File: config.mk
export PLATFORM = sky130hd
export DESIGN_NAME = genius_core
export DESIGN_NICKNAME = d
export VERILOG_FILES = /design/src/rtl/genius_core.sv
export SDC_FILE = /design/constraint.sdc
export NUM_CORES = 1
export LEC_CHECK = 0
export ABC_AREA = 0
export BUFFER_PORTS_ARGS = -buffer_cell sky130_fd_sc_hd__buf_4
export CAP_MARGIN = 20
export CELL_PAD_IN_SITES_DETAIL_PLACEMENT = 0
export CELL_PAD_IN_SITES_GLOBAL_PLACEMENT = 1
export CORE_MARGIN = 2
export CORE_UTILIZATION = 45
export DETAILED_ROUTE_END_ITERATION = 16
export PLACE_DENSITY = 0.79
export SYNTH_ARGS = -nofsm -noshare
export SYNTH_HDL_FRONTEND = slang
export SYNTH_SLANG_ARGS = --single-unit
File: constraint.sdc
create_clock -name clock -period 4.3 [get_ports clock]
set_input_delay 0 -clock clock [delete_from_list [all_inputs] [get_ports clock]]
set_output_delay 0 -clock clock [all_outputs]
set_load 0.005 [all_outputs]
File: src/rtl/genius_core.sv
// genius_core: Simon-style colour memory game with LFSR sequence and LED replay.
// Optional input-idle timeout is enabled by defining GENIUS_TIMEOUT_EN.
module genius_core #(
    parameter int          NUM_BTN       = 4,
    parameter int          MAX_LEN       = 32,
    parameter int          SHOW_TICKS    = 25_000_000,
    parameter int          GAP_TICKS     = 12_500_000,
    parameter int          TIMEOUT_TICKS = 250_000_000,
    parameter logic [15:0] LFSR_SEED     = 16'hACE1
) (
    input  logic               clock,
    input  logic               reset,
    input  logic               start,
    input  logic [NUM_BTN-1:0] btn,
    input  logic [1:0]         speed,
    output logic [NUM_BTN-1:0] leds,
    output logic [7:0]         round,
    output logic [7:0]         score,
    output logic [2:0]         state,
    output logic               win,
    output logic               lose
);

    localparam int SW = $clog2(NUM_BTN);
    localparam int AW = (MAX_LEN > 1) ? $clog2(MAX_LEN) : 1;
    localparam logic [NUM_BTN-1:0] ONE = NUM_BTN'(1);
    localparam logic [15:0] NB = 16'(NUM_BTN);
    localparam logic [7:0] LEN_MAX = 8'(MAX_LEN);

    typedef enum logic [2:0] {
        S_IDLE     = 3'd0,
        S_ADD      = 3'd1,
        S_SHOW_ON  = 3'd2,
        S_SHOW_OFF = 3'd3,
        S_INPUT    = 3'd4,
        S_WIN      = 3'd5,
        S_LOSE     = 3'd6
    } state_t;

    state_t cur;
    state_t nxt;

    logic [15:0]        lfsr;
    logic               start_q;
    logic [NUM_BTN-1:0] btn_q;
    logic [SW-1:0]      mem [MAX_LEN];
    logic [7:0]         idx;
    logic [31:0]        timer;
    logic [1:0]         spd;

    logic               start_edge;
    logic [NUM_BTN-1:0] btn_edge;
    logic [SW-1:0]      symbol;
    logic [SW-1:0]      cur_sym;
    logic [NUM_BTN-1:0] cur_oh;
    logic [7:0]         idx_inc;
    logic               more;
    logic               last;
    logic               press_ok;
    logic               press_bad;
    logic               timer_done;
    logic               timeout;
    logic [31:0]        show_sh;
    logic [31:0]        gap_sh;
    logic [31:0]        show_len;
    logic [31:0]        gap_len;

    assign start_edge = start & ~start_q;
    assign btn_edge   = btn & ~btn_q;
    assign symbol     = SW'(lfsr % NB);
    assign cur_sym    = mem[idx[AW-1:0]];
    assign cur_oh     = ONE << cur_sym;
    assign idx_inc    = idx + 8'd1;
    assign more       = idx_inc < round;
    assign last       = idx_inc == round;
    assign press_ok   = btn_edge == cur_oh;
    assign press_bad  = (|btn_edge) & ~press_ok;
    assign timer_done = timer == 32'd0;

    // A shifted phase length of zero would never expire, so clamp to one cycle.
    assign show_sh  = 32'(SHOW_TICKS) >> spd;
    assign gap_sh   = 32'(GAP_TICKS) >> spd;
    assign show_len = (show_sh == 32'd0) ? 32'd1 : show_sh;
    assign gap_len  = (gap_sh == 32'd0) ? 32'd1 : gap_sh;

    // Free-running Galois LFSR (taps 16,14,13,11) and input edge history.
    always_ff @(posedge clock) begin
        if (reset) begin
            lfsr    <= LFSR_SEED;
            start_q <= 1'b1;
            btn_q   <= '1;
        end else begin
            lfsr    <= {1'b0, lfsr[15:1]} ^ (lfsr[0] ? 16'hB400 : 16'h0000);
            start_q <= start;
            btn_q   <= btn;
        end
    end

`ifdef GENIUS_TIMEOUT_EN
    logic [31:0] idle_cnt;

    // Idle counter runs only while waiting for a press in INPUT.
    always_ff @(posedge clock) begin
        if (reset || cur != S_INPUT || press_ok) begin
            idle_cnt <= 32'd0;
        end else begin
            idle_cnt <= idle_cnt + 32'd1;
        end
    end

    assign timeout = (cur == S_INPUT) && (idle_cnt == 32'(TIMEOUT_TICKS));
`else
    assign timeout = 1'b0;
`endif

    // State register.
    always_ff @(posedge clock) begin
        if (reset) begin
            cur <= S_IDLE;
        end else begin
            cur <= nxt;
        end
    end

    // Next-state logic.
    always_comb begin
        nxt = cur;
        unique case (cur)
            S_IDLE, S_WIN, S_LOSE: begin
                if (start_edge) nxt = S_ADD;
            end
            S_ADD: nxt = S_SHOW_ON;
            S_SHOW_ON: begin
                if (timer_done) nxt = S_SHOW_OFF;
            end
            S_SHOW_OFF: begin
                if (timer_done) nxt = more ? S_SHOW_ON : S_INPUT;
            end
            S_INPUT: begin
                if (press_bad || (timeout && !press_ok)) begin
                    nxt = S_LOSE;
                end else if (press_ok && last) begin
                    nxt = (round == LEN_MAX) ? S_WIN : S_ADD;
                end
            end
            default: nxt = S_IDLE;
        endcase
    end

    // Round, score, replay index and phase timer.
    always_ff @(posedge clock) begin
        if (reset) begin
            round <= 8'd0;
            score <= 8'd0;
            idx   <= 8'd0;
            timer <= 32'd0;
            spd   <= 2'd0;
        end else begin
            unique case (cur)
                S_IDLE, S_WIN, S_LOSE: begin
                    if (start_edge) begin
                        round <= 8'd0;
                        score <= 8'd0;
                        spd   <= speed;
                    end
                end
                S_ADD: begin
                    round <= round + 8'd1;
                    idx   <= 8'd0;
                    timer <= show_len - 32'd1;
                end
                S_SHOW_ON: begin
                    timer <= timer_done ? gap_len - 32'd1 : timer - 32'd1;
                end
                S_SHOW_OFF: begin
                    if (!timer_done) begin
                        timer <= timer - 32'd1;
                    end else if (more) begin
                        idx   <= idx_inc;
                        timer <= show_len - 32'd1;
                    end else begin
                        idx <= 8'd0;
                    end
                end
                S_INPUT: begin
                    if (press_ok) begin
                        if (last) score <= round;
                        else      idx   <= idx_inc;
                    end
                end
                default: ;
            endcase
        end
    end

    // Sequence memory: append one symbol per round, no reset needed.
    always_ff @(posedge clock) begin
        if (cur == S_ADD) begin
            mem[round[AW-1:0]] <= symbol;
        end
    end

    // Output decode from registered state.
    always_comb begin
        leds = '0;
        unique case (cur)
            S_SHOW_ON: leds = cur_oh;
            S_INPUT:   leds = btn_q;
            S_WIN:     leds = '1;
            default:   leds = '0;
        endcase
    end

    assign state = cur;
    assign win   = cur == S_WIN;
    assign lose  = cur == S_LOSE;

endmodule

After elaboration in Yosys (flattened, before gate mapping)
Memories as Yosys holds them, arrays and structs flattened. A register that Yosys moved wholly into a read port is not among the register bits.
Index checks and enable logic that the tools add are counted.

word-level totals
  register bits = 82
  latch bits = 0
  RAM bits = 64
  ROM bits = 0
  bits of input ports = 9
  output and inout port bits = 25
  word-level logic and storage cells = 90
  memories = 1

memories
  memory  depth  bits a word  rd ports  clocked after memory_dff  write ports  RTL line  source
  mem     32     2            1         1                         1            46        logic [SW-1:0] mem [MAX_LEN];

operators by class
  add/sub/neg operators = 5
  multiply operators = 0
  divide/modulo/power cells = 0
  $lt $le $gt $ge = 1
  equal/unequal tests = 17
  shift operators = 3
  muxes and demuxes = 30
  bitwise gates (word level) = 7
  reductions and logical operators = 17

operators by type and width
  kind                                                number
  2-to-1 mux 32 bit                                   5
  logical NOT 32 bit                                  3
  one-hot mux 32 bit (3 select lines)                 1
  subtractor 32 x 1 -> 32 bit, second input constant  3
  2-to-1 mux 8 bit                                    7
  one-hot mux 8 bit (2 select lines)                  2
  right shift 24 x 2 -> 32 bit, first input constant  1
  right shift 25 x 2 -> 32 bit, first input constant  1
  one-hot mux 8 bit (3 select lines)                  1
  2-to-1 mux 3 bit                                    7
  adder 8 x 1 -> 8 bit, second input constant         2
  2-to-1 mux 16 bit                                   1
  bitwise XOR 15 x 16 -> 16 bit                       1
  one-hot mux 3 bit (5 select lines)                  1
  inequality test 2 bit, second input constant        6
  one-hot mux 4 bit (3 select lines)                  1
  AND reduction 4 bit                                 3
  2-to-1 mux 5 bit                                    2
  == test 3 bit, second input constant                3
  == test 8 x 6 -> 1 bit, second input constant       1
  == test 8 bit                                       1
  < comparator 8 bit                                  1
  == test 3 x 2 -> 1 bit, second input constant       2
  inequality test 3 bit, second input constant        2
  15 further kinds                                    22

Longest topological paths before layout
Gate-level depths: netlist of run 1.

  depth in word-level cells = 7
  depth in mapped cells = 13
  gate-level depth less buffers = 11

Least setup slack after synthesis of run 1
No wires, ideal clock.

  kind = reg-to-reg
  from = reg with a tool-made name
  to = reg with a tool-made name
  arrival time = 3059 ps
  data required time = 4238 ps
  setup slack = 1178 ps
  cell stages (with the launch flop) = 10
  path buffers = 2
  cell sequence = dfxtp_1 -> clkbuf_1 -> clkbuf_1 -> mux4_2 -> mux4_2 -> mux2i_4 -> mux2i_1 -> o32ai_4 -> a211oi_1 -> a22o_1

Worst setup path after layout of run 1
  from = reg timer[7]
  to = reg timer[23]

on the way
  longest elaborated chain between the ends = 3

ends and longest elaborated chain
  what                                                                        RTL line      source
  from (decl)                                                                 48            logic [31:0] timer;
  from (signal assigned)                                                      170           timer <= show_len - 32'd1;
  from (signal assigned)                                                      173           timer <= timer_done ? gap_len - 32'd1 : timer - 32'd1;
  from (signal assigned)                                                      177           timer <= timer - 32'd1;
  subtractor 32 x 1 -> 32 bit or logical NOT 32 bit (tied branches)           173, 177, 78
  2-to-1 mux 32 bit, or another cell as far along                             176           if (!timer_done) begin
  one-hot mux 32 bit (3 select lines) or AND reduction 2 bit (tied branches)  n/a

Several ways; a longest one is shown, not always the timed one.
A chain may end at the register's enable or synchronous reset.

==> results_dict.tcl, run 1 <==
set metrics [dict create \
    top_layer_used "met4" \
    final_cell_mix "99 x nor2_1, 87 x dfxtp_1, 64 x edfxtp_1" \
    timing.fmax_mhz 271 \
    hold-path-endpoint "round[4]$_SDFFE_PP0P_" \
    initial_utilization_pct 46.0 \
    die-area_sq_mm 0.0172 \
    placedCellCount 929 \
    synth.distinct_cells 65 \
    layout_commonest_cell "nor2_1" \
    worst_hold_path_type "in -> reg" \
    grt_setup_unrepaired "no" \
    nets 764 \
    period_share_pct 85.9 \
    end_kind "flop" \
    cp.arrival_ps 4010 \
    hold_violations 0 \
    clk_path_buf_depth 2 \
    hold_buffers 7 \
    syn_inst 710 \
    peakVddDrop_uv 312 \
    antenna_found_initial 0 \
    drt_first_pass_iters 6 \
    regToRegEndpoint "timer[23]$_SDFFE_PP0P_" \
    hold_depth 2 \
    clk_latency_ps 430 \
    avgSynthCellArea_sq_um 10.3 \
    synthFlopType "dfxtp_1" \
    cts_num_sinks 151 \
    r2r-start "timer[7]$_SDFFE_PP0P_" \
    syn-num-nets 734 \
    die_w_um 131 \
    cp.required_ps 4620 \
    drv_cap 0 \
    n_antenna_cell 0 \
    grt.overflow.total 0 \
    die_h_um 131 \
    cts_root_buffer "clkbuf_16" \
    async_reset_ff_share_pct 0 \
    startpoint_type "flop" \
    cp_max_fo 21 \
    reg2reg_slack_ps 610 \
    clk_pin_slew_ps 70 \
    postRouteAntennaNets 0 \
    cts_buffers 17 \
    met2_length_um 8430 \
    synth_edf_count 64 \
    slew_viol_final 0 \
    reg2regPathDepth 8 \
    fin_skew_ps 8.13 \
    worst_pin_slew_ps 1080 \
    worstHoldStart "reset" \
    grt_pass1_wl_um 28400 \
    drt_iter0_markers 386 \
    row_count 46 \
    postCtsSetupBuffers 0 \
    wl_per_cell_um 17.8 \
    slew_headroom_pct 27.6 \
    outcome "finished, final reports clean" \
    synth-seq-cells 151 \
    final_cells 969 \
    h-tree-depth 4 \
    drt-met1-wl_um 7780 \
    drive_above_1_share_pct 14.1 \
    leakage_nw 3.02 \
    dp_hpwl_um 12100 \
    cts_resized 0 \
    pwr_density_cell_mw_per_mm2 575 \
    coreArea_sq_mm 0.0158 \
    synth_warnings 0 \
    vias 5487 \
    port_buffers 33 \
    routed_wl_um 17300 \
    grt_max_degree 75 \
    place_congestion 0.808 \
    pin_count 34 \
    viasPerCell 5.66 \
    drc 0 \
    area_delta_synth_final_pct 14.9 \
    ys_seq_area_share_pct 50.3 \
    netlist_area_sq_mm 0.00728 \
    setup_viol_count_final 0 \
    wl_met3_um 682 \
    path_class "reg -> reg" \
    grt_usage_pct 20.6 \
    setup_tns_ps 0 \
    grt_pass1_vias 5450 \
    period_needed_ps 3690 \
    cts_tree "yes" \
]
## report_power, final
group | leakage, nW | switching, mW | internal, mW | total [mW]
logic | 1.45 | 0.998 | 0.562 | 1.56
registers | 1.29 | 0.154 | 1.63 | 1.78
clock network | 0.283 | 0.645 | 0.822 | 1.47
## per-stage QoR
stage                     worst slack (ps)  instance area, sq um  power [mW]  util [%]  hold WS [ps]
after floorplan                       1180                  7280        2.92         -           107
after global placement                 811                  7690        3.32      48.6           196
after detailed placement               685                  7690        3.34      48.6           203
after CTS                              684                  8340        4.81      52.7           110
after global routing                   465                  8370        5.08      52.9           123
final                                  606                  8370        4.81      52.9          68.9
## sequential cells by signal, summed over array words and instances (netlist names), named ones only
signal   flops
btn_q        4
idx          8
lfsr        16
mem         64
round        8
score        8
spd          2
start_q      1
state        3
timer       32
## logic make-up after synthesis
logic type,count (synthesis),synth area share [%]
compound gates,132,12.1
mux,38,9.02
flops,151,50.3
fa+ha+maj,16,2.71
xor+xnor,24,2.89
buf+inv,54,3.18
simple gates,295,19.8
## how the worst max path moves through the flow
| stage | from | end | slack, ps | depth (start not counted) |
|---|---|---|---|---|
| CTS | timer[7]$_SDFFE_PP0P_ | timer[23]$_SDFFE_PP0P_ | 680 | 8 |
| finish | timer[7]$_SDFFE_PP0P_ | timer[23]$_SDFFE_PP0P_ | 610 | 8 |
| detailed placement | timer[7]$_SDFFE_PP0P_ | timer[23]$_SDFFE_PP0P_ | 680 | 8 |
| global route | timer[7]$_SDFFE_PP0P_ | timer[23]$_SDFFE_PP0P_ | 460 | 8 |
| global placement | flop | flop | 810 | 8 |
| floorplan | flop | flop | 1180 | 9 |
## cell usage after synthesis (all sizes together) (7+ instances only)
cell type	number	share of area (%)
a211oi	12	1.4
a21o	7	0.72
a21oi	42	2.9
buf	8	0.81
clkbuf	30	1.5
dfxtp	87	24
edfxtp	64	26
ha	15	2.6
inv	16	0.82
mux2i	19	2.8
mux4	18	6.1
nand2	46	2.4
nand2b	13	1.1
nand3	19	1.3
nor2	100	5.2
nor2b	23	2.0
nor3	40	2.8
nor4	7	0.60
o21ai	32	2.2
or2	15	1.3
or3	10	0.86
xnor2	18	2.2
## worst max-delay path, cell delays in order, from the launching register on
cell and delay, ps:
dfxtp_1 350, or4_1 630, nor4_1 570, and4_1 470, nand2_1 110, a211oi_2 480
or2_2 500, nor2_1 120, a221o_1 370
## metal layers
layer | vias to the layer above | global-route usage [%]
met5 | - | 0
met4 | 0 | 7.25
met3 | 33 | 4.63
met2 | 137 | 34.7
met1 | 2658 | 26.2
li1 | 2659 | -
## layout make-up
| class | count | area, sq um |
|---|---|---|
| Sequential cell | 151 | 3660 |
| Timing Repair Buffer | 49 | 405 |
| Tap cell | 216 | 270 |
| Multi-Input combinational cell | 505 | 3390 |
| Clock buffer | 18 | 429 |
| Inverter | 16 | 60.1 |
| Fill cell | 1415 | 7460 |
| Clock inverter | 14 | 155 |
Power figures use the tool's default switching activity.
==> run 2: changes to the inputs <==
PLACE_DENSITY = not set   (was 0.79)
PLACE_DENSITY_LB_ADDON = 0.08   (was not set)
==> run 2 against run 1 <==
Net effect:
- maximum frequency fell by 0.15%
- flip-flop and latch count did not move
- global-route usage rose by 0.95 points
- non-clock buffer count rose by 2
- critical path depth rose by 3
- via count rose by 0.29%
- cell area rose by 0.31%
- largest cell class unchanged
==> results_dict.tcl, run 2 (synthesized netlist as in run 1, its figures left out) <==
set metrics [dict create \
    cp_max_fo 12 \
    cp_cell_sequence "inv_1 -> ha_1 -> or3b_1 -> nor4_1 -> and4_1 -> nand2_1 -> a211oi_2 -> or2_2 -> buf_4 -> a311oi_1 -> a21o_1" \
    cp.arrival_ps 4030 \
    coreArea_sq_mm 0.0158 \
    clk_pin_slew_ps 70 \
    slowest_stage "nor4_1" \
    startpoint_type "flop" \
    worst_hold_path_type "in -> reg" \
    vias 5503 \
    grt.overflow.total 0 \
    cts_num_sinks 151 \
    cp.required_ps 4630 \
    pin_count 34 \
    total_power_mw 4.82 \
    hold_violations 0 \
    cts_resized 0 \
    cts_root_buffer "clkbuf_16" \
    cts_tree "yes" \
    clk_latency_ps 430 \
    setup_viol_count_final 0 \
    path_delay_family "simple AND/OR/NAND/NOR gates" \
    n_antenna_cell 0 \
    multi_input_area_sq_mm 0.00339 \
    fillers 1420 \
    path_class "reg -> reg" \
    drc 0 \
    viasPerCell 5.67 \
    grt_setup_unrepaired "no" \
    setup_tns_ps 0 \
    fin_util_pct 53.1 \
    drt_iter0_markers 304 \
    nets 766 \
    outcome "finished, final reports clean" \
    fin_skew_ps 12.4 \
    slew_viol_final 0 \
    final_cell_mix "99 x nor2_1, 87 x dfxtp_1, 64 x edfxtp_1" \
    area_delta_synth_final_pct 15.3 \
    grtUsageMet2_pct 37.5 \
    largest_register_ffs 64 \
    drive_above_1_share_pct 14.3 \
    timing.fmax_mhz 270 \
    antenna_found_initial 0 \
    postCtsSetupBuffers 0 \
    postRouteAntennaNets 0 \
    wl_per_cell_um 18.5 \
    end_kind "flop" \
    peakVddDrop_uv 332 \
    row_count 46 \
    drt_first_pass_iters 5 \
    dp_hpwl_um 12700 \
    crit_buf_inv 2 \
    drv_cap 0 \
    grt_usage_pct 21.6 \
    port_buffers 33 \
    clk_path_buf_depth 2 \
    routed_wl_um 18000 \
    grtUsageMet3_pct 4.71 \
    h-tree-depth 4 \
    worst_pin_slew_ps 1090 \
    leakage_nw 3.03 \
    grt_pass1_vias 5499 \
    slew_headroom_pct 27.5 \
    cts_buffers 17 \
    layout_commonest_cell "nor2_1" \
    die-area_sq_mm 0.0172 \
    top_usage_layer "met2" \
    grt.met1_usage_pct 26.4 \
    grt_max_degree 75 \
    period_needed_ps 3700 \
    grt_pass1_wl_um 29300 \
    initial_utilization_pct 46.0 \
    die_w_um 131 \
    register_area_sq_mm 0.00366 \
    pwr_density_cell_mw_per_mm2 574 \
    critPathMaxStageDelay_ps 670 \
    place_congestion 0.860 \
    die_h_um 131 \
    period_share_pct 86.0 \
]
-- run 2: cell types whose count changed in the layout (fill, tap and decap cells not counted), sizes merged --
cell,delta
inv,-3
buf,+2
clkinvlp,+2
clkinv,+1
-- run 2: layer usage --
layer,vias to the layer above,part of all wire (%)
met3,26,3.3
met4,0,2.3
met2,111,52
met1,2709,43
li1,2657,-
met5,-,0
-- run 2: area by class of cell --
class / count / share of cell area, %
inverters: 16 / 0.715
well taps: 216 / 3.22
repair buffers: 51 / 5.24
multi-input cells: 505 / 40.3
clock inverters: 14 / 1.74
clock buffers: 18 / 5.11
flip-flops and latches: 151 / 43.6
-- run 2: stage by stage --
| step | setup WS (ps) | instances | cell area, sq um | hold WS, ps |
|---|---|---|---|---|
| floorplan | 1180 | 710 | 7280 | 107 |
| global placement | 638 | 930 | 7700 | 197 |
| detailed placement | 588 | 931 | 7720 | 202 |
| CTS | 567 | 970 | 8370 | 107 |
| global route | 263 | 971 | 8400 | 127 |
| finish | 600 | 971 | 8400 | 94.8 |
-- run 2: power breakdown --
part | leakage, nW | internal (mW) | switching, mW | total [mW]
registers | 1.29 | 1.63 | 0.174 | 1.80
clock network | 0.273 | 0.813 | 0.636 | 1.45
logic | 1.46 | 0.578 | 0.987 | 1.56
total | 3.03 | 3.02 | 1.80 | 4.82
-- run 2: path summary, 6_finish.rpt --
path	endpoint	slack, ps	cells after the start	from
worst min register to register	lfsr[7]$_SDFF_PP1_	410	1	lfsr[8]$_SDFF_PP0_
worst max-delay path	timer[2]$_SDFFE_PP0P_	600	11	timer[0]$_SDFFE_PP0P_
worst max register to register	timer[2]$_SDFFE_PP0P_	600	11	timer[0]$_SDFFE_PP0P_
worst min-delay path	score[6]$_SDFFE_PP0P_	90	2	reset
-- run 2: worst register-to-register path, stage by stage, from the launching register on --
cell      delay, ps
dfxtp_1         350
inv_1            70
ha_1            170
or3b_1          430
nor4_1          670
and4_1          470
nand2_1         110
a211oi_2        470
or2_2           380
buf_4           230
a311oi_1         60
a21o_1          190
-- run 2: timing repair --
action	in CTS	in global routing
setup endpoints to repair	0	0
hold endpoints to repair	7	0
hold buffers	7	0
